`config.mk`:
```
export PLATFORM = sky130hd
export DESIGN_NAME = reg_bank_ctrl
export DESIGN_NICKNAME = d
export VERILOG_FILES = /design/src/rtl/reg_bank_ctrl.sv
export SDC_FILE = /design/constraint.sdc
export NUM_CORES = 1
export LEC_CHECK = 0
export ABC_AREA = 1
export BUFFER_PORTS_ARGS = -buffer_cell sky130_fd_sc_hd__buf_2
export CAP_MARGIN = 15
export CORE_AREA = 2 2 57 81
export CTS_CLUSTER_SIZE = 8
export DETAILED_ROUTE_END_ITERATION = 8
export DIE_AREA = 0 0 59 83
export GPL_TIMING_DRIVEN = 0
export PLACE_DENSITY = 0.68
export RECOVER_POWER = 25
export SLEW_MARGIN = 40
export SYNTH_ARGS = -nofsm -noshare
export SYNTH_HDL_FRONTEND = slang
export SYNTH_SLANG_ARGS = --single-unit
```
`constraint.sdc`:
```
create_clock -name clk -period 1.4 [get_ports clk]
set_input_delay 0.42 -clock clk [delete_from_list [all_inputs] [get_ports clk]]
set_output_delay 0.42 -clock clk [all_outputs]
set_load 0.02 [all_outputs]
```
`src/rtl/reg_bank_ctrl.sv`:
```
// Sequences the shared color register bank between VGA reads (req/ack) and
// keypad read-modify-write color edits; VGA wins, bounded by a starvation guard.
module reg_bank_ctrl #(
   parameter int ADDR_W     = 4,
   parameter int DATA_W     = 3,
   parameter int STARVE_MAX = 4
) (
   input  logic              clk,
   input  logic              rst,
   input  logic              key_valid,
   input  logic [ADDR_W-1:0] key_pos,
   input  logic              vga_req,
   input  logic [ADDR_W-1:0] vga_addr,
   output logic [DATA_W-1:0] vga_data,
   output logic              vga_ack,
   output logic [ADDR_W-1:0] bank_addr_r,
   input  logic [DATA_W-1:0] bank_dat_r,
   output logic [ADDR_W-1:0] bank_addr_w,
   output logic [DATA_W-1:0] bank_dat_w,
   output logic              bank_we,
   output logic [ADDR_W-1:0] last_pos,
   output logic [DATA_W-1:0] last_color,
   output logic [7:0]        drop_cnt,
   output logic              busy
);

   localparam int STARVE_W = $clog2(STARVE_MAX + 1);

   typedef enum logic [1:0] {
      IDLE,
      VGA_RD,
      KEY_RD,
      KEY_WR
   } state_t;

   state_t              state_q, state_d;
   logic                key_prev_q, key_prev_d;
   logic                key_pend_q, key_pend_d;
   logic [ADDR_W-1:0]   key_addr_q, key_addr_d;
   logic [STARVE_W-1:0] starve_q, starve_d;
   logic [7:0]          drop_q, drop_d;
   logic [DATA_W-1:0]   vga_data_q, vga_data_d;
   logic                vga_ack_q, vga_ack_d;
   logic [ADDR_W-1:0]   addr_r_q, addr_r_d;
   logic [ADDR_W-1:0]   addr_w_q, addr_w_d;
   logic [DATA_W-1:0]   dat_w_q, dat_w_d;
   logic                we_q, we_d;
   logic [ADDR_W-1:0]   last_pos_q, last_pos_d;
   logic [DATA_W-1:0]   last_color_q, last_color_d;
   logic                busy_q, busy_d;
   logic                key_evt;
   logic                vga_grant;
   logic                vga_hold;

   assign key_evt   = key_valid & ~key_prev_q;
   assign vga_grant = vga_req & ~vga_ack_q &
                      (~key_pend_q | (starve_q < STARVE_W'(STARVE_MAX)));
   // A request still up in the ack cycle is the requester renewing it, so a
   // pending key waits one cycle instead of slipping in ahead of the guard.
   assign vga_hold  = vga_req & vga_ack_q;

   always_comb begin
      // NOTE: every next-state signal gets a default first so no path infers a latch.
      state_d      = state_q;
      key_prev_d   = key_valid;
      key_pend_d   = key_pend_q;
      key_addr_d   = key_addr_q;
      starve_d     = starve_q;
      drop_d       = drop_q;
      vga_data_d   = vga_data_q;
      vga_ack_d    = 1'b0;
      addr_r_d     = addr_r_q;
      addr_w_d     = addr_w_q;
      dat_w_d      = dat_w_q;
      we_d         = 1'b0;
      last_pos_d   = last_pos_q;
      last_color_d = last_color_q;

      unique case (state_q)
         IDLE: begin
            if (vga_grant) begin
               state_d  = VGA_RD;
               addr_r_d = vga_addr;
               if (key_pend_q) starve_d = starve_q + 1'b1;
            end else if (key_pend_q && !vga_hold) begin
               state_d  = KEY_RD;
               addr_r_d = key_addr_q;
               starve_d = '0;
            end
         end
         VGA_RD: begin
            vga_data_d = bank_dat_r;
            vga_ack_d  = 1'b1;
            state_d    = IDLE;
         end
         KEY_RD: begin
            dat_w_d  = bank_dat_r + 1'b1;
            addr_w_d = key_addr_q;
            we_d     = 1'b1;
            state_d  = KEY_WR;
         end
         KEY_WR: begin
            last_pos_d   = key_addr_q;
            last_color_d = dat_w_q;
            key_pend_d   = 1'b0;
            state_d      = IDLE;
         end
         default: state_d = IDLE;
      endcase

      // The pending slot frees up during KEY_WR, so an event there is accepted.
      if (key_evt) begin
         if (!key_pend_q || state_q == KEY_WR) begin
            key_pend_d = 1'b1;
            key_addr_d = key_pos;
         end else if (drop_q != 8'hFF) begin
            drop_d = drop_q + 8'd1;
         end
      end

      busy_d = (state_d != IDLE);
   end

   always_ff @(posedge clk) begin
      // NOTE: sequential state is updated with non-blocking assignments only.
      if (rst) begin
         state_q      <= IDLE;
         key_prev_q   <= 1'b1;
         key_pend_q   <= 1'b0;
         key_addr_q   <= '0;
         starve_q     <= '0;
         drop_q       <= '0;
         vga_data_q   <= '0;
         vga_ack_q    <= 1'b0;
         addr_r_q     <= '0;
         addr_w_q     <= '0;
         dat_w_q      <= '0;
         we_q         <= 1'b0;
         last_pos_q   <= '0;
         last_color_q <= '0;
         busy_q       <= 1'b0;
      end else begin
         state_q      <= state_d;
         key_prev_q   <= key_prev_d;
         key_pend_q   <= key_pend_d;
         key_addr_q   <= key_addr_d;
         starve_q     <= starve_d;
         drop_q       <= drop_d;
         vga_data_q   <= vga_data_d;
         vga_ack_q    <= vga_ack_d;
         addr_r_q     <= addr_r_d;
         addr_w_q     <= addr_w_d;
         dat_w_q      <= dat_w_d;
         we_q         <= we_d;
         last_pos_q   <= last_pos_d;
         last_color_q <= last_color_d;
         busy_q       <= busy_d;
      end
   end

   assign vga_data    = vga_data_q;
   assign vga_ack     = vga_ack_q;
   assign bank_addr_r = addr_r_q;
   assign bank_addr_w = addr_w_q;
   assign bank_dat_w  = dat_w_q;
   assign bank_we     = we_q;
   assign last_pos    = last_pos_q;
   assign last_color  = last_color_q;
   assign drop_cnt    = drop_q;
   assign busy        = busy_q;

endmodule
```
**Word-level counts from Yosys, hierarchy flattened**

Cells that the tools add are included.
Widths: inputs -> output; s select.

- Magnitude comparators: 1
- Add/sub/neg operators: 3
- Multipliers: 0
- Shift operators: 0
- Bitwise logic cells: 9
- Muxes and demuxes: 13
- Divide/modulo/power cells: 0
- Equality and inequality tests: 5
- Reduce and logical (&&, ||, !) cells: 12

Operators by type and width:

| operator | number |
|---|---|
| $mux 3 | 3 |
| $add 8x1->8 const B | 1 |
| $mux 4 | 2 |
| $ne 8x8->1 const B | 1 |
| $add 3x1->3 const B | 2 |
| $pmux 2 s3 | 1 |
| $reduce_and 3->1 | 2 |
| $mux 1 | 5 |
| $and 1x1->1 | 4 |
| $eq 2x2->1 const B | 2 |
| $mux 2 | 2 |
| $not 1->1 | 4 |
| $reduce_and 2->1 | 2 |
| $reduce_bool 2->1 | 2 |
| $lt 3x3->1 const B | 1 |
| $eq 2x1->1 const B | 1 |
| $logic_not 1->1 | 2 |
| $logic_not 2->1 | 1 |
| $ne 2x2->1 const B | 1 |
| $reduce_or 2->1 | 1 |
| $logic_and 1x1->1 | 1 |
| $logic_or 1x1->1 | 1 |
| $or 1x1->1 | 1 |

- Input bits: 15
- Bits in latches: 0
- Bits in registers: 43
- Output and inout bits: 32
- Bits in writable memories: 0
- Bits in read-only memories: 0
- Memories kept: 0

**Logic depth before layout (Yosys ltp)**

- Depth in word-level cells: 7
- Gate-level depth with buffers: 9
- Gate-level depth less buffers: 9

**Least setup slack after synthesis**

OpenSTA, ideal clock, no wires.

- Kind: register to register
- From: register drop_q[0] (netlist: drop_cnt[0])
- To: register drop_q[1] (netlist: drop_cnt[1])
- Slack: 0.011 ns
- Clock period less this slack: 1.389 ns
- Buffers on the path: 0
- Arrival time: 1.273 ns
- Stages on the path, launching flop included: 9
- Required time: 1.284 ns
- Cells stage by stage: dfxtp_1 ha_1 nand2_2 nor2_1 nand2_1 nand2_4 inv_2 nor2_1 nor2_1

- Longest elaborated chain between the ends: 2

Ends and longest elaborated chain:

| item | line | RTL |
|---|---|---|
| from (decl) | 41 | `logic [7:0] drop_q, drop_d;` |
| from (signal assigned) | 148 | `drop_q <= drop_d;` |
| branches (longest 2 deep; another with $add 8x1->8) | - |  |

Several ways; the timed one is not identified.
A chain may end at the register's enable or synchronous reset.

**Worst setup path in the final report**

- From: register drop_q[2] (netlist: drop_cnt[2])
- To: output port drop_cnt[2]

RTL lines:

| item | line | RTL |
|---|---|---|
| to (decl) | 23 | `output logic [7:0] drop_cnt,` |

No word-level cell between the ends.

==> results.md <==
| Item | Reported | Unit |
|---|---|---|
| Sequential share of the synthesized area | 0.474 | - |
| Dominant combinational cell family by area after synthesis | simple AND/OR/NAND/NOR gates | - |
| Number of standard cells after synthesis | 246 | - |
| Hold Worst Slack | 319 | ps |
| Antenna violation net count after detailed routing | 0 | - |
| Cells along the critical path | buf_2 | - |
| Library cell with the largest summed area after synthesis | sky130_fd_sc_hd__dfxtp_1 | - |
| Antenna Cells | 0 | - |
| Clk root buf | sky130_fd_sc_hd__clkbuf_8 | - |
| Worst-case setup slack after placement | -120 | ps |
| Number of buffer and inverter stages on the critical path | 1 | - |
| Required arrival time at the worst endpoint | 980 | ps |
| Global-route wire length before repair | 6380 | µm |
| Post-Route WL | 3720 | µm |
| Total track usage | 0.166 | - |
| Number of antenna violations at the first check in global routing | 0 | - |
| Area growth syn-to-layout | 20.3 | % |
| Summed instance area of the synthesized netlist | 1810 | µm² |
| Port Buf Inserts | 46 | - |
| Post-route standard cell area excluding fillers | 2180 | µm² |
| Routed length on met1 | 1690 | µm |
| Clock network latency to the later pin of the worst-skew pair | 290 | ps |
| Multiplexer share of the synthesized area | 0 | - |
| Biggest area contributors in the synthesized netlist | sky130_fd_sc_hd__dfxtp_1 (47%), sky130_fd_sc_hd__nor2_1 (14%), sky130_fd_sc_hd__nand2_1 (8.5%) | - |
| Kind of cell adding the most delay to the critical path | flip-flops | - |
| Max IR drop VDD | 0.598 | mV |
| Wire length on met2 | 1810 | µm |
| Placed insts | 337 | - |
| CTS hold repair buffers | 0 | - |
| Max-cap violations | 0 | - |
| Total via count in the routed design | 1605 | - |
| H-Tree Depth | 2 | - |
| Ratio of total power to cell area | 1130 | nW/µm² |
| Drt first-iter violations | 62 | - |
| Commonest cells after routing, fill and taps aside | sky130_fd_sc_hd__nor2_1 (67), sky130_fd_sc_hd__nand2_1 (41), sky130_fd_sc_hd__dfxtp_1 (41), sky130_fd_sc_hd__buf_2 (36), sky130_fd_sc_hd__inv_1 (25) | - |
| RSZ-0062 raised after global routing | false | - |
| Simple-Gate Fraction of Synth Area | 0.320 | - |
| Non-filler instance count after layout | 345 | - |
| Detailed placer's ending HPWL | 2830 | µm |
| Die X | 59 | µm |
| Number of CTS-inserted buffers | 5 | - |
| Type of the worst min-delay path | in2reg | - |
| Worst-case setup margin in the final layout | 62.2 | ps |
| Share of Yosys cell area claimed by the top area cell type | 0.474 | - |
| Transition time of the tightest slew-check pin | 390 | ps |
| Yosys cell types | 25 | - |
| Pin count of the biggest net entering global routing | 14 | - |
| CTS tree | yes | - |
| Arrival time worst endpoint | 920 | ps |
| Startpoint type of the worst setup path | flop | - |
| Overall overflow remaining after global route | 0 | - |
| Detailed-route DRC error count | 0 | - |
| Final setup violation count | 0 | - |
| Number of primary I/O pins | 47 | - |
| Area after detailed placement | 2100 | µm² |
| Via count of the first global-routing pass | 1441 | - |
| Setup Crit Path Kind | reg2out | - |
| Setup fix buffers added after clock tree synthesis | 0 | - |
| Outcome | completed | - |
| Ratio of final minimum period to clock period | 0.956 | - |
| Die area | 4900 | µm² |
| Total number of nets in the final design | 317 | - |
| Average wire length per cell after detail routing | 10.8 | µm |
| Detail Route met3 WL | 141 | µm |
| Max Root-Sink Buffers | 2 | - |
| Highest metal layer used by the detailed router | met4 | - |
| Ratio of routed vias to standard cells | 4.65 | - |
| Achievable frequency | 748 | MHz |
| Crit path largest cell delay | 420 | ps |
| Post-synthesis share of cell area spent on xor and xnor gates | 0.0193 | - |
| Average cell area after synthesis | 7.37 | µm² |
| Register bit count reported by yosys | 43 | - |
| Synth warnings | 0 | - |
| Area fraction in compound gates after synthesis | 0.0931 | - |
| Final number of max-transition violations | 0 | - |
| Crit. End Element | output port | - |
| Post-Synth Adder-Cell Area | 0.0207 | - |
| Slew Limit Headroom | 0.740 | - |
| Fraction of layout instances using a drive strength above 1 | 0.217 | - |
| Final worst clock skew | 11.7 | ps |
| Static Leak | 1.08 | nW |
| Number of resized instances in the post-cts repair step | 0 | - |
| Core Rows | 28 | - |
| Leading cell type in the layout, fill and taps excluded | sky130_fd_sc_hd__nor2_1 | - |
| Effective utilization at floorplan | 0.439 | - |
| Height of the die | 83 | µm |
| Overall power of the completed layout | 0.00246 | W |
| Routability Congestion | 0.810 | - |
| Clock tree sinks | 43 | - |
| Final Hold Fails | 0 | - |
| Area of the core | 4130 | µm² |
| Worst-path fanout max | 5 | - |
| Syn Nets | 264 | - |
| Slowest-stage cell, CP | sky130_fd_sc_hd__dfxtp_1 | - |
| Clock transition at the register clock pins on the worst setup and hold paths after CTS | 80 | ps |
| Number of optimization iterations in the first detailed-route pass | 4 | - |
| Time the final worst path needs with I/O delays and setup | 1340 | ps |
==> cell type report <==
type,count,area [µm²]
fillers,435,1950
plain buffers,4,26.3
repair buffers,46,218
inverters,28,105
multi-input cells,171,811
clock inverters,1,7.51
flip-flops and latches,43,863
well taps,45,56.3
clock buffers,7,96.3
==> final timing paths <==
path | from | end | slack (ps) | depth (start not counted)
setup / recovery | drop_cnt[2]$_SDFFE_PP0P_ | drop_cnt[2] | 60 | 1
hold reg to reg | starve_q[2]$_SDFFE_PP0P_ | starve_q[2]$_SDFFE_PP0P_ | 450 | 2
hold / removal | bank_dat_r[0] | bank_dat_w[0]$_SDFFE_PP0P_ | 320 | 2
setup reg to reg | state_q[0]$_SDFF_PP0_ | drop_cnt[0]$_SDFFE_PP0P_ | 90 | 8
==> per-layer routing <==
layer / track usage / vias to the layer above
li1: - / 869
met4: 0.0806 / 0
met1: 0.203 / 695
met3: 0.0343 / 7
met2: 0.270 / 34
met5: 0 / -
==> through the flow <==
step,setup TNS [ps],util
3_5_place_dp,-1070,0.508
5_1_grt,0,0.528
4_1_cts,0,0.533
6_report,0,0.528
3_3_place_gp,-766,0.508
2_1_floorplan,0,-
==> flip-flops by register name, summed over array words and instances, names as in the netlist, 3 cells and up <==
register     flops
drop_cnt         8
last_pos         4
bank_addr_r      4
vga_data         3
key_addr_q       4
starve_q         3
last_color       3
bank_dat_w       3
bank_addr_w      4
==> cell families after synthesis <==
kind of cell / count (synthesis)
DFF: 43
AOI/OAI and AO/OA: 33
and+or+nand+nor: 131
buffers and inverters: 32
adders and majority gates: 3
xor gates and xnor gates: 4
==> power by group <==
| group | total [W] | internal, W | switching, W | leakage [nW] |
|---|---|---|---|---|
| Clock | 0.000860 | 0.000449 | 0.000411 | 0.0505 |
| Sequential | 0.00131 | 0.00128 | 0.0000351 | 0.351 |
| Combinational | 0.000291 | 0.000103 | 0.000188 | 0.681 |
==> synth_stat cells, drive strengths merged <==
cell type	number
a21oi	7
buf	3
clkbuf	1
dfxtp	43
ha	3
inv	28
nand2	48
nand3	9
nand3b	1
nor2	70
nor3	2
o21ai	26
or2	1
xor2	4
Power figures use the tool's default switching activity.
